==> src/rtl/ctrl_pkg.sv <==
// Shared types and constants for the Salamander-4 control unit.
// Instruction field layout and decoder opcodes live here too.
package ctrl_pkg;

   typedef enum logic [2:0] {
      IDLE,
      FETCH,
      DECODE,
      EXEC,
      HALT
   } ctrl_state_t;

   localparam int INSTR_W    = 6;
   localparam int ACC_CE_BIT = 5;
   localparam int OP_HI      = 4;
   localparam int OP_LO      = 2;
   localparam int ADDR_HI    = 1;
   localparam int ADDR_LO    = 0;

   localparam logic [2:0] OP_LD  = 3'd0;
   localparam logic [2:0] OP_ST  = 3'd1;
   localparam logic [2:0] OP_ADD = 3'd2;
   localparam logic [2:0] OP_SUB = 3'd3;
   localparam logic [2:0] OP_AND = 3'd4;
   localparam logic [2:0] OP_OR  = 3'd5;
   localparam logic [2:0] OP_XOR = 3'd6;
   localparam logic [2:0] OP_NOP = 3'd7;

   function automatic logic [7:0] sat_inc(input logic [7:0] v);
      return (v == 8'hFF) ? v : v + 8'd1;
   endfunction

endpackage

==> src/rtl/ctrl_unit_if.sv <==
// Program-memory fetch handshake between the control unit and imem.
// The control unit is the master; memory answers with ack and data.
interface ctrl_unit_if #(
   parameter int PC_W = 4
) ();

   logic            IMEM_REQ;
   logic [PC_W-1:0] IMEM_ADDR;
   logic            IMEM_ACK;
   logic [5:0]      IMEM_DATA;

   modport master (
      output IMEM_REQ,
      output IMEM_ADDR,
      input  IMEM_ACK,
      input  IMEM_DATA
   );

   modport slave (
      input  IMEM_REQ,
      input  IMEM_ADDR,
      output IMEM_ACK,
      output IMEM_DATA
   );

endinterface

==> src/rtl/ctrl_unit_pc_reg.sv <==
// Program counter with increment enable and end-of-program compare.
// An end address outside the PC range simply never matches.
module pc_reg #(
   parameter int PC_W     = 4,
   parameter int PROG_END = 15
) (
   input  logic            CLK,
   input  logic            RST_N,
   input  logic            INC,
   output logic [PC_W-1:0] PC,
   output logic            AT_END
);

   localparam logic [31:0] END_C = PROG_END;

   logic [PC_W-1:0] pc_q;
   logic [PC_W-1:0] pc_d;

   always_comb begin
      pc_d = pc_q;
      if (INC) pc_d = pc_q + PC_W'(1);
   end

   always_ff @(posedge CLK) begin
      if (!RST_N) pc_q <= '0;
      else        pc_q <= pc_d;
   end

   assign PC     = pc_q;
   assign AT_END = (32'(pc_q) == END_C);

endmodule

==> src/rtl/ctrl_unit.sv <==
// Multi-cycle fetch/decode/execute sequencer for the Salamander-4 core.
// Owns the PC, run/halt control and the retired-instruction counter.
module ctrl_unit
   import ctrl_pkg::*;
#(
   parameter int PC_W     = 4,
   parameter int PROG_END = 15
) (
   input  logic               CLK,
   input  logic               RST_N,
   input  logic               RUN,
   input  logic               HALT_REQ,
   ctrl_unit_if.master        imem,
   output logic [INSTR_W-1:0] INSTR,
   output logic               ID_CE,
   output logic               BUSY,
   output logic               HALTED,
   output logic [7:0]         INSTR_CNT
);

   ctrl_state_t        state_q, state_d;
   logic [INSTR_W-1:0] instr_q, instr_d;
   logic               hp_q, hp_d;
   logic [7:0]         cnt_q, cnt_d;
   logic               pc_inc;
   logic               at_end;
   logic [PC_W-1:0]    pc;

   pc_reg #(
      .PC_W     (PC_W),
      .PROG_END (PROG_END)
   ) u_pc (
      .CLK    (CLK),
      .RST_N  (RST_N),
      .INC    (pc_inc),
      .PC     (pc),
      .AT_END (at_end)
   );

   always_ff @(posedge CLK) begin
      if (!RST_N) begin
         state_q <= IDLE;
         instr_q <= '0;
         hp_q    <= 1'b0;
         cnt_q   <= '0;
      end else begin
         state_q <= state_d;
         instr_q <= instr_d;
         hp_q    <= hp_d;
         cnt_q   <= cnt_d;
      end
   end

   always_comb begin
      state_d = state_q;
      instr_d = instr_q;
      hp_d    = hp_q;
      cnt_d   = cnt_q;
      pc_inc  = 1'b0;
      if (HALT_REQ && state_q != HALT) hp_d = 1'b1;
      unique case (state_q)
         IDLE: begin
            if (RUN) state_d = FETCH;
         end
         FETCH: begin
            if (imem.IMEM_ACK) begin
               instr_d = imem.IMEM_DATA;
               state_d = DECODE;
            end
         end
         DECODE: state_d = EXEC;
         EXEC: begin
            pc_inc = 1'b1;
            cnt_d  = sat_inc(cnt_q);
            // a request arriving during EXEC still stops at this edge
            if (hp_q || HALT_REQ || at_end) state_d = HALT;
            else                            state_d = FETCH;
         end
         HALT: begin
            if (RUN) begin
               hp_d    = 1'b0;
               state_d = FETCH;
            end
         end
         default: state_d = IDLE;
      endcase
   end

   assign imem.IMEM_REQ  = (state_q == FETCH);
   assign imem.IMEM_ADDR = pc;
   assign ID_CE          = (state_q == EXEC);
   assign BUSY           = (state_q == FETCH) ||
                           (state_q == DECODE) ||
                           (state_q == EXEC);
   assign HALTED         = (state_q == HALT);
   assign INSTR          = instr_q;
   assign INSTR_CNT      = cnt_q;

endmodule

==> src/flat_wrapper.sv <==
// flat-port wrapper written by rule: the top's interface ports become plain ports
module ctrl_unit_flat import ctrl_pkg::*;
#(
   parameter int PC_W     = 4,
   parameter int PROG_END = 15
)
  (CLK, RST_N, RUN, HALT_REQ, INSTR, ID_CE, BUSY, HALTED, INSTR_CNT, imem_IMEM_REQ, imem_IMEM_ADDR, imem_IMEM_ACK, imem_IMEM_DATA);
  ctrl_unit_if #(.PC_W(PC_W)) imem_i ();
  input  logic CLK;
  input  logic RST_N;
  input  logic RUN;
  input  logic HALT_REQ;
  output logic [INSTR_W-1:0] INSTR;
  output logic ID_CE;
  output logic BUSY;
  output logic HALTED;
  output logic [7:0] INSTR_CNT;
  output wire logic [$bits(imem_i.IMEM_REQ)-1:0] imem_IMEM_REQ;
  output wire logic [$bits(imem_i.IMEM_ADDR)-1:0] imem_IMEM_ADDR;
  input wire logic [$bits(imem_i.IMEM_ACK)-1:0] imem_IMEM_ACK;
  input wire logic [$bits(imem_i.IMEM_DATA)-1:0] imem_IMEM_DATA;
  assign imem_IMEM_REQ = imem_i.IMEM_REQ;
  assign imem_IMEM_ADDR = imem_i.IMEM_ADDR;
  assign imem_i.IMEM_ACK = imem_IMEM_ACK;
  assign imem_i.IMEM_DATA = imem_IMEM_DATA;
  ctrl_unit #(.PC_W(PC_W), .PROG_END(PROG_END)) u_core (.CLK(CLK), .RST_N(RST_N), .RUN(RUN), .HALT_REQ(HALT_REQ), .imem(imem_i), .INSTR(INSTR), .ID_CE(ID_CE), .BUSY(BUSY), .HALTED(HALTED), .INSTR_CNT(INSTR_CNT));
endmodule
==> config.mk <==
export PLATFORM = sky130hd
export DESIGN_NAME = ctrl_unit_flat
export DESIGN_NICKNAME = d
export VERILOG_FILES = /design/src/rtl/ctrl_pkg.sv /design/src/rtl/ctrl_unit_if.sv /design/src/rtl/ctrl_unit_pc_reg.sv /design/src/rtl/ctrl_unit.sv /design/src/flat_wrapper.sv
export SDC_FILE = /design/constraint.sdc
export NUM_CORES = 1
export LEC_CHECK = 0
export CAP_MARGIN = 10
export CORE_MARGIN = 2
export CORE_UTILIZATION = 48
export DETAILED_ROUTE_END_ITERATION = 6
export PLACE_DENSITY = 0.94
export SKIP_LAST_GASP = 1
export SYNTH_ARGS = -nofsm -noshare
export SYNTH_HDL_FRONTEND = slang
export SYNTH_HIERARCHICAL = 1
export SYNTH_SLANG_ARGS = --single-unit
==> constraint.sdc <==
create_clock -name CLK -period 4.8 [get_ports CLK]
set_input_delay 0.48 -clock CLK [delete_from_list [all_inputs] [get_ports CLK]]
set_output_delay 0.48 -clock CLK [all_outputs]
set_load 0.02 [all_outputs]
# Word-level counts from Yosys, hierarchy flattened
# Index checks and enable logic that the tools add are counted.
# classes
bitwise	1
addsub	2
muxes	8
eq_ne	9
reduce_logical	10
# op_table
cell	n
3-bit case mux with 4 select lines	1
3-bit two-way mux	3
8-bit by 1-bit adder with 8-bit output (second input constant)	1
8-bit equality test (second input constant)	1
3-bit by 2-bit equality test with 1-bit output (second input constant)	2
2-bit AND reduction	3
4-bit by 1-bit adder with 4-bit output (second input constant)	1
4-bit equality test (second input constant)	1
1-bit logical OR	4
1-bit two-way mux	4
2-bit by 1-bit inequality test with 1-bit output (second input constant)	2
3-bit by 1-bit equality test with 1-bit output (second input constant)	1
3-bit equality test (second input constant)	1
3-bit zero test	1
3-bit inequality test (second input constant)	1
2-bit OR reduction	1
1-bit logical AND	1
1-bit NOT	1
# word_totals
out_inout_bits	22
register_bits	22
wordCells	35
input_bits	11

# Longest topological paths before layout
# Gate-level depths: netlist of the first run.
# logic_depth
word_depth	5
depth_mapped	6
depth_no_buf	6

# Modules after synthesis
# Netlist of the first run, hierarchy kept.
# modules_own_cells
module	n_inst	cells_each	area_each_um2	seq_area_each_um2
ctrl_unit	1	87	844.6	360.3
pc_reg	1	18	183.9	80.1

# Worst setup path after synthesis of the first run
# OpenSTA, ideal clock, no wires.
# synth_path
path_kind	register to register
startpoint	reg u_core.state_q[2]
endpoint	reg u_core.cnt_q[7] (netlist: u_core/INSTR_CNT[7])
slack_ns	3.235
setup_time_ns	0.070
synth_period_minus_slack_ns	1.565
n_path_buf	2
path_stages_with_launch	7
arrival_ns	1.495
t_required_ns	4.730
path_cell_list	dfxtp_1 buf_6 and3b_1 buf_6 o21ai_4 or4_1 a21boi_1
# synth_via
elab_chain_cells	2
# synth_lines
item	line_no	rtl
from (decl)	ctrl_unit.sv:21	ctrl_state_t state_q, state_d;
from (signal assigned)	ctrl_unit.sv:47	state_q <= state_d;
3-bit by 2-bit equality test with 1-bit output	n/a	
via ID_CE	flat_wrapper.sv:14	output logic ID_CE;
2-bit AND reduction (no source line)	n/a	
to (signal assigned)	ctrl_unit.sv:50	cnt_q <= cnt_d;
to (decl)	ctrl_unit.sv:24	logic [7:0] cnt_q, cnt_d;
# The timed path passes the listed nets, and every way through them passes these cells.
# A chain may end at the register's enable or synchronous reset.

# Worst setup path in the final report of the first run
# layout_path
startpoint	reg u_core.state_q[2]
endpoint	out ID_CE
# layout_via
elab_chain_cells	1
# layout_lines
item	line_no	rtl
3-bit by 2-bit equality test with 1-bit output	ctrl_unit.sv:91	assign ID_CE = (state_q == EXEC);
to (decl)	flat_wrapper.sv:14	
# Every way passes these cells.

==> flow_summary.toml, run 1 <==
[cells_and_area]
fillers = 145
design.final.nets = 152
final_layout_size_suffix_gt1_share_pct = 5.80
flow.area_growth_from_synthesis_pct = 35.4
antennaDiodeCount = 0
fin_cells = 165

[yosys]
synthFlopType = "dfxtp_1"
mux_share_of_post_synthesis_cell_area_pct = 8.76
postSynthAreaPerCell_sq_um = 9.80
post_synth_fa_ha_maj_area_fraction_pct = 2.43
synth_compound_gate_area_share_pct = 13.3
ys_types = 32
synth_edf_count = 0
synth_top_cell_area_share_pct = 42.8
xor_xnor_portion_of_the_synthesized_cell_area_pct = 3.41
post_synth_instance_area_sq_um = 1030
simple_gate_portion_of_the_synthesized_area_pct = 26.0
synthArstFlopShare_pct = 0
synth-warning-count = 6
synth_top_area_cell = "dfxtp_1"
ys_top_cells_by_area = "dfxtp_1 (43%), mux2i_1 (8.8%), nor2b_1 (4.9%)"
seq_area_frac_synth_pct = 42.8
synth_top_family_by_area = "simple AND/OR/NAND/NOR gates"
ys_seq_elements = 22
synth_nets = 118
postSynthCellCount = 105

[min_path]
startpoint_of_the_lowest_slack_hold_path = "u_core/u_pc/PC[3]"
timing.hold.worst_endpoint = "u_core/u_pc/PC[3]"
holdPathStages = 2
min_path_type = "flip-flop to flip-flop"

[timing]
fmax_ghz = 0.413
slew_headroom_pct = 57.1
totalNegativeSetupSlack_ns = 0
tightestPinTransition_ns = 0.642
setup_skew_ns = 0.00463
final.min_clock_period_ns = 2.42
drv_slew = 0
grt_setup_unrepaired = "no"
final.period_utilization_pct = 50.4
setup-violations-final = 0
hold_viol = 0

[floorplanning]
floorplan.rows = 16
coreArea_sq_um = 1980
chipWidth_microns = 50.3
top_level_ports = 33
die_y_microns = 50.3
start_util_pct = 51.9
design.die.area_sq_um = 2530

[detailed_routing]
detail_route.wl_per_cell_microns = 13.4
via_per_instance_ratio = 5.30
router_iterations_before_antenna_repair = 4
vias = 875
remaining_drc_errors = 0
final_antenna_net_count = 0
routed_wl_microns = 2210
first_iter_violations = 14

[clock_network]
cts-resized-gates = 0
cts_hold_buf = 0
clk_pin_slew_ns = 0.12
cts_setup_buffers = 0
cts_buffer_depth = 2
tritoncts = "done"
cts_inserted_buffers = 3
clk_latency_ns = 0.30
clock_tree.htree_level_count = 1
clock-root-buffer = "clkbuf_4"
tritoncts_num_sinks = 22

[critical_path]
worstSetupPathType = "flip-flop to output port"
highest_fanout_seen_on_the_critical_path = 10
crit_path_start_kind = "flip-flop"
crit-reg2reg-capture = "u_core/INSTR_CNT[7]"
timing.critical_path.arrival_ns = 1.94
r2r_cells = 4
critical_path_required_ns = 4.32
r2r_setup_slack_ns = 2.90
cp-end-kind = "output port"
worstReg2RegStart = "u_core/state_q[2]"

[flow_run]
drv.max_cap_violation_count = 0

[placement]
detailedPlacementHpwl_microns = 1640
gp_routability_congestion = 0.794
io_buffer_count = 32
dp_cells = 161

[grt]
grt_util_met2_pct = 31.4
grt_pass1_wl_microns = 3580
globalRoute.busiestLayer = "met2"
globalRoute.totalOverflow = 0
met1_usage_pct = 21.9
antenna_found_initial = 0
pin_count_of_the_biggest_net_entering_global_routing = 23
grt_util_all_layers_pct = 17.9
grt_pass1_vias = 828
grt_util_met3_pct = 3.57

[pwr]
cellPowerDensity_nw_per_um2 = 248
leakage_nw = 0.516
ir_worst_vdd_v = 0.000160

[status]
outcome = "finished clean"
## cell usage after synthesis, types with 3 or more instances
| cell | instances |
|---|---|
| nand2_1 | 4 |
| nand3_1 | 4 |
| dfxtp_1 | 22 |
| nor2_1 | 5 |
| mux2i_1 | 9 |
| o21a_1 | 3 |
| and2_1 | 5 |
| xnor2_1 | 4 |
| o31ai_1 | 3 |
| nor2b_1 | 8 |
| nand2b_1 | 4 |
| a21oi_1 | 3 |
## power breakdown
part           leakage, nW  internal, mW  switching [mW]
clock               0.0210        0.0463          0.0538
combinational        0.317        0.0282          0.0245
sequential           0.178         0.188         0.00480
## how the worst max path moves through the flow
stage | from | to | slack (ns)
global route | u_core/state_q[1] | ID_CE | 2.29
finish | u_core/state_q[2] | ID_CE | 2.38
floorplan | u_core/state_q[2] | u_core/INSTR_CNT[7] | 3.23
global placement | u_core/state_q[2] | ID_CE | 2.78
detailed placement | u_core/state_q[2] | ID_CE | 2.75
CTS | u_core/state_q[2] | ID_CE | 2.39
## stage by stage
stage          util [%]  hold WS [ns]  power (mW)  instance area (sq um)  worst slack, ns
6_report           70.3         0.503       0.346                   1390             2.38
5_1_grt            70.3         0.526       0.362                   1390             2.29
4_1_cts            70.3         0.499       0.349                   1390             2.39
3_5_place_dp       68.4         0.482       0.250                   1360             2.75
3_3_place_gp       68.4         0.465       0.248                   1360             2.78
2_1_floorplan         -         0.489       0.225                   1030             3.23
## layout by cell type, fill, tap and decap left out, types with 3 or more instances in the layout
cell	synthesis	layout
clkbuf_4	0	3
o31ai_1	3	3
nand2b_1	4	4
xnor2_1	4	4
nand3_1	4	4
dfxtp_1	22	22
clkdlybuf4s50_1	0	32
nand2_1	4	4
a21oi_1	3	3
and2_1	5	5
mux2i_1	9	9
o21a_1	3	3
nor2_1	5	5
nor2b_1	8	8
## kinds of logic (layout without fill, tap and decap cells)
group                      after synthesis  in the layout
buffers and inverters                    5             38
xor gates and xnor gates                 4              4
and+or+nand+nor                         45             45
AOI/OAI and AO/OA                       18             18
DFF                                     22             22
adders and majority gates                2              2
muxes                                    9              9
## registers in the layout, summed over array words and instances (netlist names)
register	count
u_core/INSTR_CNT	8
u_core/INSTR	6
u_core/u_pc/PC	4
u_core/state_q	3
u_core/hp_q	1
## metal layers
layer,up-vias,wire length (microns),share of wire [%]
met2,22,1120,51
met5,-,0,0
met4,0,0,0
li1,439,-,-
met1,414,998,45
met3,0,85,3.9
## final cells by class
class / count / area [sq um] / share of cell area (%)
clock buffers: 4 / 36.3 / 2.61
flip-flops and latches: 22 / 440 / 31.6
multi-input cells: 78 / 554 / 39.8
well taps: 27 / 33.8 / 2.43
inverters: 2 / 7.51 / 0.539
repair buffers: 32 / 320 / 23.0
## worst max-delay path: stages (launching register included)
cell and delay (ns):
dfxtp_1 0.41, and3b_1 0.53, clkdlybuf4s50_1 0.69
Power figures use the tool's default switching activity.
==> run 2, diff against run 1 <==
--- a/config.mk
+++ b/config.mk
@@ -7,9 +7,9 @@
 export LEC_CHECK = 0
 export CAP_MARGIN = 10
 export CORE_MARGIN = 2
-export CORE_UTILIZATION = 48
+export CORE_UTILIZATION = 40
 export DETAILED_ROUTE_END_ITERATION = 6
-export PLACE_DENSITY = 0.94
+export PLACE_DENSITY = 0.85
 export SKIP_LAST_GASP = 1
 export SYNTH_ARGS = -nofsm -noshare
 export SYNTH_HDL_FRONTEND = slang
==> constraint.sdc (replaced) <==
create_clock -name CLK -period 2.15 [get_ports CLK]
set_input_delay 0.215 -clock CLK [delete_from_list [all_inputs] [get_ports CLK]]
set_output_delay 0.215 -clock CLK [all_outputs]
set_load 0.02 [all_outputs]
==> flow_summary.toml, run 2 (synthesized netlist as in run 1, its figures left out) <==
[status]
outcome = "complete, but fails checks"
violations = "design-rule violations"

[placement]
gp_routability_congestion = 0.737
io_buffer_count = 32
dpl-instance-area_sq_um = 1370
detailedPlacementHpwl_microns = 1710
post-place-ws_ns = 0.499

[pwr]
ir_worst_vdd_v = 0.000383
cellPowerDensity_nw_per_um2 = 549
leakage_nw = 0.522

[timing]
final.period_utilization_pct = 90.9
fmax_ghz = 0.511
drv_slew = 0
final.min_clock_period_ns = 1.96
setup_skew_ns = 0.00325
grt_setup_unrepaired = "no"
slew_headroom_pct = 55.5
final.setup.worst_slack_ns = 0.195
tightestPinTransition_ns = 0.665
setup-violations-final = 0
totalNegativeSetupSlack_ns = 0
hold_viol = 0

[cells_and_area]
fin_area_sq_um = 1400
flow.area_growth_from_synthesis_pct = 36.5
ff_latch_area_sq_um = 440
fillers = 206
largest_register_ffs = 8
design.final.nets = 153
final_cell_mix = "clkdlybuf4s50_1 (32), dfxtp_1 (22), mux2i_1 (9), nor2b_1 (8)"
multi_input_area_sq_um = 554
antennaDiodeCount = 0
mostFrequentLayoutCell = "clkdlybuf4s50_1"
final_layout_size_suffix_gt1_share_pct = 6.47

[detailed_routing]
vias = 871
detail_route.wl_per_cell_microns = 13.3
final_antenna_net_count = 0
first_iter_violations = 13
routed_wl_microns = 2240
via_per_instance_ratio = 5.15
router_iterations_before_antenna_repair = 7
remaining_drc_errors = 1

[clock_network]
cts_buffer_depth = 2
tritoncts_num_sinks = 22
cts-resized-gates = 0
cts_inserted_buffers = 3
clk_latency_ns = 0.30
cts_setup_buffers = 0
clk_pin_slew_ns = 0.12
cts_hold_buf = 0
clock-root-buffer = "clkbuf_4"
clock_tree.htree_level_count = 1
tritoncts = "done"

[floorplanning]
chipWidth_microns = 54.7
design.die.area_sq_um = 2990
floorplan.rows = 18
coreArea_sq_um = 2450
start_util_pct = 41.9
die_y_microns = 54.7
top_level_ports = 33

[critical_path]
worstSetupPathType = "flip-flop to output port"
cp-end-kind = "output port"
critical_path_required_ns = 1.93
crit_path_top_delay_cell = "clkdlybuf4s50_1"
crit_path_start_kind = "flip-flop"
critical_path.cell_chain = "and3b_1 > clkdlybuf4s50_1"
worst_path_largest_cell_delay_ns = 0.67
timing.critical_path.arrival_ns = 1.74
r2r_cells = 4
crit_end = "ID_CE"
r2r_setup_slack_ns = 0.43
critical_path.startpoint = "u_core/state_q[1]"
highest_fanout_seen_on_the_critical_path = 7
crit-reg2reg-capture = "u_core/INSTR_CNT[5]"
worstReg2RegStart = "u_core/state_q[1]"

[grt]
grt_pass1_wl_microns = 3590
globalRoute.totalOverflow = 0
grt_pass1_vias = 806
grt_util_all_layers_pct = 16.9
antenna_found_initial = 0
pin_count_of_the_biggest_net_entering_global_routing = 23

[min_path]
min_path_type = "flip-flop to flip-flop"

[flow_run]
drv.max_cap_violation_count = 0
## run 2: changes by cell type in the layout (fill, tap and decap cells not counted), sizes merged
cell  before  now
buf        0    1
## run 2: stage by stage
| step | total power [mW] | instances | util [%] | hold slack (ns) |
|---|---|---|---|---|
| finish | 0.771 | 169 | 57.2 | 0.501 |
| CTS | 0.778 | 169 | 57.2 | 0.504 |
| detailed placement | 0.558 | 165 | 55.7 | 0.486 |
| floorplan | 0.502 | 105 | - | 0.343 |
| global route | 0.808 | 169 | 57.2 | 0.525 |
| global placement | 0.554 | 165 | 55.7 | 0.463 |
## run 2: worst min path at each step
stage               depth (start not counted)              start             endpoint
CTS                                         2  u_core/u_pc/PC[3]    u_core/u_pc/PC[3]
global route                                3  imem_IMEM_DATA[0]      u_core/INSTR[0]
global placement                            2  u_core/u_pc/PC[3]    u_core/u_pc/PC[3]
floorplan                                   1              RST_N  u_core/INSTR_CNT[1]
detailed placement                          2  u_core/u_pc/PC[3]    u_core/u_pc/PC[3]
finish                                      2  u_core/u_pc/PC[3]    u_core/u_pc/PC[3]
## run 2: final cells by class
| class | count | area share, % |
|---|---|---|
| multi-input combinational | 78 | 39.5 |
| sequential | 22 | 31.4 |
| timing repair buffer | 33 | 23.4 |
| tap | 30 | 2.67 |
| clock buffer | 4 | 2.58 |
| inverter | 2 | 0.535 |
## run 2: power by group
part	internal (mW)	switching [mW]	leakage (nW)	total, mW
sequential	0.420	0.0108	0.178	0.431
clock	0.103	0.119	0.0210	0.222
combinational	0.0637	0.0542	0.323	0.118
total	0.587	0.184	0.522	0.771
## run 2: worst max-delay path: cells and delay by family, from the launching register on
| kind | cells | cell delay, ns |
|---|---|---|
| buffers and inverters | 1 | 0.67 |
| flip-flops | 1 | 0.44 |
| AND/OR/NAND/NOR | 1 | 0.33 |
## run 2: per-layer routing
metal  vias up  share of wire [%]  track usage [%]
li1        441                  -                -
met1       398                 44             21.1
met2        26                 49             26.6
met3         6                4.6             3.55
met4         0                2.4             10.0
met5         -                  0                0
